### src/rtl/bcd_countdown_timer_pkg.sv
// timer_pkg: shared types and constants for the BCD count-down timer.
//   state_t      - controller states (2-bit encoding)
//   BCD_MAX_*    - largest legal value of each displayed digit
//   clamp_digit  - saturates a loaded digit to its legal maximum
package timer_pkg;

  typedef enum logic [1:0] {
    IDLE    = 2'd0,
    RUNNING = 2'd1,
    PAUSED  = 2'd2,
    DONE    = 2'd3
  } state_t;

  localparam logic [3:0] BCD_MAX_UNI = 4'd9;
  localparam logic [3:0] BCD_MAX_DEZ = 4'd5;
  localparam logic [3:0] BCD_MAX_MIN = 4'd9;

  function automatic logic [3:0] clamp_digit(input logic [3:0] value, input logic [3:0] max);
    return (value > max) ? max : value;
  endfunction

endpackage

### src/rtl/bcd_countdown_timer_tick_gen.sv
// tick_gen: prescaler that produces the 1 s tick for the count-down timer.
//   clk   - system clock, rising edge
//   rst_n - asynchronous active-low reset
//   en    - count enable; the prescaler holds its value while low
//   clr   - synchronous clear of the prescaler (wins over en)
//   tick  - one-cycle pulse during the cycle in which the prescaler wraps
module tick_gen #(
  parameter int TICKS_PER_SEC = 100
) (
  input  logic clk,
  input  logic rst_n,
  input  logic en,
  input  logic clr,
  output logic tick
);

  localparam int W = (TICKS_PER_SEC > 1) ? $clog2(TICKS_PER_SEC) : 1;
  localparam logic [W-1:0] LAST = W'(TICKS_PER_SEC - 1);

  logic [W-1:0] count_reg;

  always_ff @(posedge clk or negedge rst_n) begin
    if (!rst_n) begin
      count_reg <= '0;
    end else if (clr) begin
      count_reg <= '0;
    end else if (en) begin
      count_reg <= (count_reg == LAST) ? '0 : count_reg + 1'b1;
    end
  end

  // Combinational so the decrement lands on the same edge as the wrap.
  assign tick = en && (count_reg == LAST);

endmodule

### src/rtl/bcd_countdown_timer.sv
// bcd_countdown_timer: M:SS count-down timer (0:00..9:59) held as three BCD digits.
//   clk, rst_n                  - clock and asynchronous active-low reset
//   clear, load, start, stop    - level commands, priority clear > load > stop > start
//   LoadMin, LoadDez, LoadUni   - BCD time to load (clamped to 9, 5, 9)
//   Minutos, DezenaSeg, UnidadeSeg - registered BCD digits for the 7-segment decoder
//   running, done               - registered state flags (RUNNING / DONE)
module bcd_countdown_timer
  import timer_pkg::*;
#(
  parameter int TICKS_PER_SEC = 100
) (
  input  logic       clk,
  input  logic       rst_n,
  input  logic       clear,
  input  logic       load,
  input  logic       start,
  input  logic       stop,
  input  logic [3:0] LoadMin,
  input  logic [3:0] LoadDez,
  input  logic [3:0] LoadUni,
  output logic [3:0] Minutos,
  output logic [3:0] DezenaSeg,
  output logic [3:0] UnidadeSeg,
  output logic       running,
  output logic       done
);

  state_t     state_reg, state_next;
  logic [3:0] min_next, dez_next, uni_next;
  logic [3:0] dec_min, dec_dez, dec_uni;
  logic       tick, tick_clr, tick_en;
  logic       do_load, do_start, time_zero, dec_zero;

  // load is not a command while counting; stop outranks start.
  assign do_load   = load && (state_reg != RUNNING);
  assign do_start  = start && !stop;
  assign time_zero = (Minutos == 4'd0) && (DezenaSeg == 4'd0) && (UnidadeSeg == 4'd0);

  // Derived from registered state and inputs only, so there is no loop through tick.
  assign tick_en  = (state_reg == RUNNING);
  assign tick_clr = clear || do_load || ((state_reg == IDLE) && do_start && !time_zero);

  tick_gen #(
    .TICKS_PER_SEC(TICKS_PER_SEC)
  ) u_tick_gen (
    .clk  (clk),
    .rst_n(rst_n),
    .en   (tick_en),
    .clr  (tick_clr),
    .tick (tick)
  );

  // One-second BCD borrow chain. Minutes never underflow: 0:00 leaves RUNNING.
  always_comb begin
    dec_min = Minutos;
    dec_dez = DezenaSeg;
    dec_uni = UnidadeSeg - 4'd1;
    if (UnidadeSeg == 4'd0) begin
      dec_uni = BCD_MAX_UNI;
      if (DezenaSeg == 4'd0) begin
        dec_dez = BCD_MAX_DEZ;
        dec_min = Minutos - 4'd1;
      end else begin
        dec_dez = DezenaSeg - 4'd1;
      end
    end
  end

  assign dec_zero = (dec_min == 4'd0) && (dec_dez == 4'd0) && (dec_uni == 4'd0);

  always_comb begin
    state_next = state_reg;
    min_next   = Minutos;
    dez_next   = DezenaSeg;
    uni_next   = UnidadeSeg;
    if (clear) begin
      state_next = IDLE;
      min_next   = 4'd0;
      dez_next   = 4'd0;
      uni_next   = 4'd0;
    end else if (do_load) begin
      state_next = IDLE;
      min_next   = clamp_digit(LoadMin, BCD_MAX_MIN);
      dez_next   = clamp_digit(LoadDez, BCD_MAX_DEZ);
      uni_next   = clamp_digit(LoadUni, BCD_MAX_UNI);
    end else begin
      case (state_reg)
        IDLE: begin
          if (do_start && !time_zero) state_next = RUNNING;
        end
        RUNNING: begin
          // A stop on the wrap cycle still takes the decrement; reaching 0:00 beats the stop.
          if (tick) begin
            min_next = dec_min;
            dez_next = dec_dez;
            uni_next = dec_uni;
          end
          if (tick && dec_zero) state_next = DONE;
          else if (stop)        state_next = PAUSED;
        end
        PAUSED: begin
          if (do_start) state_next = RUNNING;
        end
        default: begin
          state_next = DONE;
        end
      endcase
    end
  end

  always_ff @(posedge clk or negedge rst_n) begin
    if (!rst_n) begin
      state_reg  <= IDLE;
      Minutos    <= 4'd0;
      DezenaSeg  <= 4'd0;
      UnidadeSeg <= 4'd0;
      running    <= 1'b0;
      done       <= 1'b0;
    end else begin
      state_reg  <= state_next;
      Minutos    <= min_next;
      DezenaSeg  <= dez_next;
      UnidadeSeg <= uni_next;
      running    <= (state_next == RUNNING);
      done       <= (state_next == DONE);
    end
  end

endmodule

### config.mk
export PLATFORM = sky130hd
export DESIGN_NAME = bcd_countdown_timer
export DESIGN_NICKNAME = d
export VERILOG_FILES = /design/src/rtl/bcd_countdown_timer_pkg.sv /design/src/rtl/bcd_countdown_timer_tick_gen.sv /design/src/rtl/bcd_countdown_timer.sv
export SDC_FILE = /design/constraint.sdc
export NUM_CORES = 1
export LEC_CHECK = 0
export BUFFER_PORTS_ARGS = -buffer_cell sky130_fd_sc_hd__buf_2
export CORE_ASPECT_RATIO = 1.5
export CORE_UTILIZATION = 49
export CTS_BUF_LIST = sky130_fd_sc_hd__clkbuf_16
export DETAILED_ROUTE_END_ITERATION = 10
export GPL_TIMING_DRIVEN = 0
export PLACE_DENSITY_LB_ADDON = 0.15
export SLEW_MARGIN = 20
export SYNTH_ARGS = -nofsm -noshare
export SYNTH_HDL_FRONTEND = slang
export SYNTH_SLANG_ARGS = --single-unit
export TNS_END_PERCENT = 10
### constraint.sdc
create_clock -name clk -period 2.01 [get_ports clk]
set_input_delay 0.201 -clock clk [delete_from_list [all_inputs] [get_ports clk]]
set_output_delay 0.201 -clock clk [all_outputs]
set_load 0.005 [all_outputs]
==> results of run 1 <==
==> metal layers <==
| layer | vias to the layer above | routed length [um] | global-route usage (%) |
|---|---|---|---|
| met5 | - | 0 | 0 |
| met4 | 0 | 49 | 12.7 |
| met3 | 4 | 135 | 3.10 |
| met2 | 39 | 2370 | 46.9 |
| met1 | 747 | 1610 | 29.2 |
| li1 | 732 | - | - |
==> how the worst max path moves through the flow <==
stage | depth (start not counted) | end | slack [ps] | from
floorplan | 5 | Minutos[0] | -20 | u_tick_gen.count_reg[2]
global placement | 6 | state_reg[0] | -250 | UnidadeSeg[1]
detailed placement | 6 | state_reg[0] | -310 | UnidadeSeg[1]
CTS | 6 | state_reg[0] | -160 | UnidadeSeg[1]
global route | 5 | Minutos[0] | -170 | u_tick_gen.count_reg[3]
finish | 5 | state_reg[0] | -120 | u_tick_gen.count_reg[3]
==> per-stage QoR <==
step           area, sq um  setup slack [ps]  hold WS [ps]
2_1_floorplan         1520             -16.8         -94.6
3_3_place_gp          1730              -249           202
3_5_place_dp          1730              -306           213
4_1_cts               1840              -164           151
5_1_grt               1910              -166           141
6_report              1910              -115           156
==> what timing repair did <==
action                     4_1_cts  5_1_grt
setup endpoints to repair       17       20
hold endpoints to repair        23        0
resized for setup                2       20
pin swaps                        5        5
hold buffers                     1        0
buffers inserted                 1        0
==> report_power, final <==
| part | internal (W) | leakage [nW] | switching, W | total [W] |
|---|---|---|---|---|
| clock | 0.000268 | 0.0409 | 0.000172 | 0.000440 |
| sequential | 0.000484 | 0.308 | 0.0000313 | 0.000515 |
| combinational | 0.000114 | 0.471 | 0.000158 | 0.000272 |
| total | 0.000866 | 0.820 | 0.000361 | 0.00123 |
==> cell type report <==
class                      count  area, sq um
inverter                       8         30.0
multi-input combinational    136          943
clock buffer                   3         75.1
sequential                    23          578
tap                           39         48.8
clock inverter                 1         5.00
buffer                         7         60.1
fill                         291         1030
timing repair buffer          33          173
==> cells by family (layout without fill, tap and decap cells) <==
| family | after synthesis | in the layout |
|---|---|---|
| buffers and inverters | 16 | 52 |
| AO/OA/AOI/OAI | 58 | 58 |
| flip-flops | 23 | 23 |
| adder cells (fa/ha/maj) | 2 | 2 |
| XOR/XNOR | 5 | 5 |
| AND/OR/NAND/NOR | 69 | 69 |
| multiplexers | 2 | 2 |
==> layout by cell type (no fill, tap or decap), types with 3 or more instances in the layout <==
master     count
nand4_1        3
nand3_1        3
clkbuf_16      3
o21ai_0       10
buf_2         32
a21oi_1       15
nand2_1       16
nor2_1        13
or3_1          7
inv_1          8
xnor2_1        4
a211oi_1       3
a22o_1         3
nand2b_1       4
dfrtp_1       21
a31oi_1        4
buf_6          3
nor3_1         5
a2111o_1       4
==> worst max-delay path: cells and delay by family (launching register included) <==
| kind | cells | cell delay [ps] |
|---|---|---|
| AOI/OAI and AO/OA | 1 | 180 |
| DFF | 1 | 420 |
| and+or+nand+nor | 4 | 1450 |
==> impl_metrics.env, run 1 <==
export IMPL_synth_area_top_cells="dfrtp_1 (38%), a21oi_1 (5.3%), o21ai_0 (4.0%), nand2_1 (4.0%), nor2_1 (3.5%)"
export IMPL_cts_tree="yes"
export IMPL_cts_made_buffers=3
export IMPL_worstMarginPinSlew_ps=525
export IMPL_finalHoldViolCount=0
export IMPL_synth_largest_area_cell="dfrtp_1"
export IMPL_synth_top_family_by_area="compound AO/OA/AOI/OAI gates"
export IMPL_io_buffers=31
export IMPL_required_ps=2190
export IMPL_hold_depth=2
export IMPL_dr_pass1_iters=4
export IMPL_synthMuxAreaShare_pct=1.32
export IMPL_ctsLongestPathBuffers=2
export IMPL_die_area_sq_um=3330
export IMPL_drc=0
export IMPL_reg2reg_depth=5
export IMPL_grt_pass1_wl_mm=6.55
export IMPL_clkLatencyLatePin_ps=260
export IMPL_drtIter0Drc=77
export IMPL_syn_inst=175
export IMPL_r2r_end="state_reg[0]"
export IMPL_antenna_cells=0
export IMPL_power_w=0.00123
export IMPL_grt_total_usage_pct=26.6
export IMPL_ys_flop_type="dfrtp_1"
export IMPL_whs_endpoint="state_reg[0]"
export IMPL_finalMaxSlewViolations=0
export IMPL_hpwl_mm=2.98
export IMPL_core_area_sq_um=2940
export IMPL_cp_max_fo=5
export IMPL_clockRootBuffer="clkbuf_16"
export IMPL_yosys_area_share_adder_pct=1.65
export IMPL_status="finished with violations"
export IMPL_grt_max_degree=24
export IMPL_crit_slowest_cell="or4b_4"
export IMPL_initial_utilization_pct=51.7
export IMPL_final_setup_viol_count=9
export IMPL_synthSimpleGateAreaFrac_pct=24.6
export IMPL_placed_cells=245
export IMPL_fin_setup_tns_ps=-707
export IMPL_synth_async_reset_ratio_pct=100
export IMPL_rows=24
export IMPL_ioPinCount=32
export IMPL_hold_path_startpoint="stop"
export IMPL_relSlewSlack_pct=65.0
export IMPL_ir_drop_v=0.000376
export IMPL_ys_warn_count=0
export IMPL_critPathMaxStageDelay_ps=570
export IMPL_violations="setup timing"
export IMPL_fin_util_pct=65.0
export IMPL_setup_slack_ps=-115
export IMPL_stdcell_count=250
export IMPL_drive_gt1_share_pct=29.4
export IMPL_synth_compound_area_share_pct=25.6
export IMPL_worstPathArrival_ps=2300
export IMPL_ys_seq_area_share_pct=37.9
export IMPL_fin_nets=232
export IMPL_die_h_um=70.2
export IMPL_synth_seq_cells=23
export IMPL_grt_overflow=0
export IMPL_via_per_inst=6.09
export IMPL_grt_pass1_vias=1544
export IMPL_fp_dieW_um=47.5
export IMPL_synth_top_area_share_pct=37.9
export IMPL_syn_nets=195
export IMPL_place_congestion=0.839
export IMPL_antenna_found_initial=0
export IMPL_end_kind="flip-flop"
export IMPL_fmax_mhz=471
export IMPL_area_growth_syn_to_layout_pct=25.8
export IMPL_num_vias=1522
export IMPL_critical_path_cell_chain="or4b_4 -> nor3_4 -> nand4_1 -> or3_1 -> a31oi_1"
export IMPL_synth_edf_count=0
export IMPL_min_path_type="input pin to flip-flop"
export IMPL_rsz0062_at_grt="yes"
export IMPL_r2r_slack_ps=-120
export IMPL_synth_common_cells="dfrtp_1 (23), a21oi_1 (16), nand2_1 (16)"
export IMPL_skew_ps=4.56
export IMPL_r2r_start="u_tick_gen.count_reg[3]"
export IMPL_fin_crit_ps=2130
export IMPL_yosys_cell_count_top_type="dfrtp_1"
export IMPL_clock_sinks=23
export IMPL_total_leakage_power_nw=0.820
export IMPL_synth_area_per_cell_sq_um=8.69
export IMPL_cap_violations=0
export IMPL_largest_reg_flops=7
export IMPL_syn_cell_area_sq_um=1520
export IMPL_antenna_left=0
export IMPL_pwr_density_cell_nw_per_um2=641
export IMPL_critical_path_startpoint_type="flip-flop"
export IMPL_totalWireLength_mm=4.16
export IMPL_cts_max_level=1
export IMPL_path_class="flip-flop to flip-flop"
export IMPL_period_share_pct=106
export IMPL_synth_xor_area_share_pct=2.88
export IMPL_yosysUniqueCellTypes=44
export IMPL_drt_wirelength_per_cell_um=16.7
export IMPL_clk_pin_slew_ps=60
Note: power is estimated with default switching activity, not from simulation.
==> run 2, diff against run 1 <==
BUFFER_PORTS_ARGS = -buffer_cell sky130_fd_sc_hd__buf_4   (was -buffer_cell sky130_fd_sc_hd__buf_2)
==> impl_metrics.env, run 2 (same netlist as run 1, synthesis figures left out) <==
export IMPL_path_class="flip-flop to flip-flop"
export IMPL_power_switching_w=0.000362
export IMPL_stdcell_count=254
export IMPL_fin_nets=236
export IMPL_pre_cts_slack_ps=-283
export IMPL_rsz0062_at_grt="yes"
export IMPL_grt_total_usage_pct=26.3
export IMPL_finalMaxSlewViolations=0
export IMPL_sequentialPowerShare_pct=40.9
export IMPL_grt_max_degree=24
export IMPL_worstMarginPinSlew_ps=491
export IMPL_critical_path_startpoint_type="flip-flop"
export IMPL_largest_reg_flops=7
export IMPL_total_leakage_power_nw=0.873
export IMPL_drive_gt1_share_pct=33.0
export IMPL_dr_pass1_iters=4
export IMPL_final_setup_viol_count=3
export IMPL_required_ps=2170
export IMPL_place_congestion=0.843
export IMPL_whs_endpoint="state_reg[0]"
export IMPL_clockRootBuffer="clkbuf_16"
export IMPL_cts_max_level=1
export IMPL_cap_violations=0
export IMPL_fp_dieW_um=47.5
export IMPL_ir_drop_v=0.000510
export IMPL_area_growth_syn_to_layout_pct=36.0
export IMPL_status="finished with violations"
export IMPL_reg2reg_depth=4
export IMPL_clkLatencyLatePin_ps=260
export IMPL_initial_utilization_pct=51.7
export IMPL_rows=24
export IMPL_grt_pass1_wl_mm=6.51
export IMPL_finalHoldViolCount=0
export IMPL_min_path_type="input pin to flip-flop"
export IMPL_fin_crit_ps=2080
export IMPL_relSlewSlack_pct=67.2
export IMPL_pwr_density_cell_nw_per_um2=607
export IMPL_r2r_end="Minutos[0]"
export IMPL_cp_max_fo=10
export IMPL_r2r_start="u_tick_gen.count_reg[3]"
export IMPL_hold_depth=2
export IMPL_power_frac_comb_pct=24.3
export IMPL_drc=0
export IMPL_place_area_sq_um=1810
export IMPL_cts_tree="yes"
export IMPL_clock_sinks=23
export IMPL_holdWs_ps=174
export IMPL_io_buffers=31
export IMPL_ctsLongestPathBuffers=2
export IMPL_worstPathArrival_ps=2240
export IMPL_fmax_mhz=481
export IMPL_skew_ps=2.87
export IMPL_mostFrequentLayoutCells="buf_4 (38), dfrtp_1 (23), nand2_1 (16)"
export IMPL_r2r_slack_ps=-70
export IMPL_totalWireLength_mm=4.09
export IMPL_die_h_um=70.2
export IMPL_antenna_found_initial=0
export IMPL_clk_pin_slew_ps=60
export IMPL_num_vias=1535
export IMPL_grt_overflow=0
export IMPL_hold_path_startpoint="stop"
export IMPL_internal_power_w=0.000893
export IMPL_setup_slack_ps=-70.2
export IMPL_die_area_sq_um=3330
export IMPL_antenna_cells=0
export IMPL_core_area_sq_um=2940
export IMPL_cts_made_buffers=3
export IMPL_placed_cells=245
export IMPL_stdcell_area_sq_um=2070
export IMPL_hpwl_mm=2.88
export IMPL_drtIter0Drc=29
export IMPL_end_kind="flip-flop"
export IMPL_period_share_pct=103
export IMPL_violations="setup timing"
export IMPL_drt_wirelength_per_cell_um=16.1
export IMPL_ioPinCount=32
export IMPL_power_frac_clock_pct=34.8
export IMPL_swShare_pct=28.9
export IMPL_antenna_left=0
export IMPL_nFillCells=257
export IMPL_grt_pass1_vias=1522
export IMPL_via_per_inst=6.04
export IMPL_layout_commonest_cell="buf_4"
==> run 2: how the worst max path moves through the flow <==
| stage | start | endpoint | slack [ps] | depth (start not counted) |
|---|---|---|---|---|
| 2_1_floorplan | u_tick_gen.count_reg[2] | Minutos[0] | -20 | 5 |
| 3_3_place_gp | UnidadeSeg[1] | state_reg[0] | -250 | 6 |
| 3_5_place_dp | Minutos[1] | u_tick_gen.count_reg[4] | -280 | 7 |
| 4_1_cts | UnidadeSeg[0] | state_reg[0] | -110 | 6 |
| 5_1_grt | u_tick_gen.count_reg[3] | state_reg[0] | -110 | 6 |
| 6_report | u_tick_gen.count_reg[3] | Minutos[0] | -70 | 4 |
==> run 2: what timing repair did <==
action | in CTS | in global routing
endpoints found under the setup margin | 18 | 18
hold buffers | 1 | 0
gates resized for setup | 9 | 25
pin swaps | 3 | 16
buffers inserted | 1 | 4
hold endpoints to repair | 23 | 0
==> run 2: critical path, cell delays in order, from the launching register on <==
cell and delay [ps]:
dfrtp_1 400, or4b_4 560, or3_4 410, or3_1 340, a311oi_2 280
==> run 2: power by group through the flow <==
stage	clock network (W)	logic (W)	registers, W
2_1_floorplan	0	0.000153	0.000516
6_report	0.000437	0.000305	0.000514
4_1_cts	0.000441	0.000275	0.000511
5_1_grt	0.000463	0.000334	0.000517
3_3_place_gp	0	0.000256	0.000518
3_5_place_dp	0	0.000260	0.000519
==> run 2: area by class of cell <==
type | instances | area [sq um] | area share, %
plain buffers | 7 | 58.8 | 2.85
clock buffers | 3 | 75.1 | 3.63
clock inverters | 1 | 5.00 | 0.242
inverters | 8 | 30.0 | 1.45
multi-input cells | 136 | 990 | 47.9
flip-flops and latches | 23 | 576 | 27.8
well taps | 39 | 48.8 | 2.36
repair buffers | 37 | 284 | 13.7
==> run 2: routing by layer <==
metal,global-route usage (%),up-vias,routed length [um]
met1,29.7,732,1480
li1,-,737,-
met4,10.8,0,85
met2,46.9,55,2340
met3,2.07,11,181
met5,0,-,0
==> run 2: through the flow <==
| step | util [%] | power [W] | setup TNS [ps] |
|---|---|---|---|
| 2_1_floorplan | - | 0.000669 | -33.6 |
| 3_3_place_gp | 61.4 | 0.000774 | -2130 |
| 3_5_place_dp | 61.4 | 0.000779 | -2970 |
| 4_1_cts | 65.9 | 0.00123 | -619 |
| 5_1_grt | 70.2 | 0.00131 | -492 |
| 6_report | 70.2 | 0.00126 | -183 |
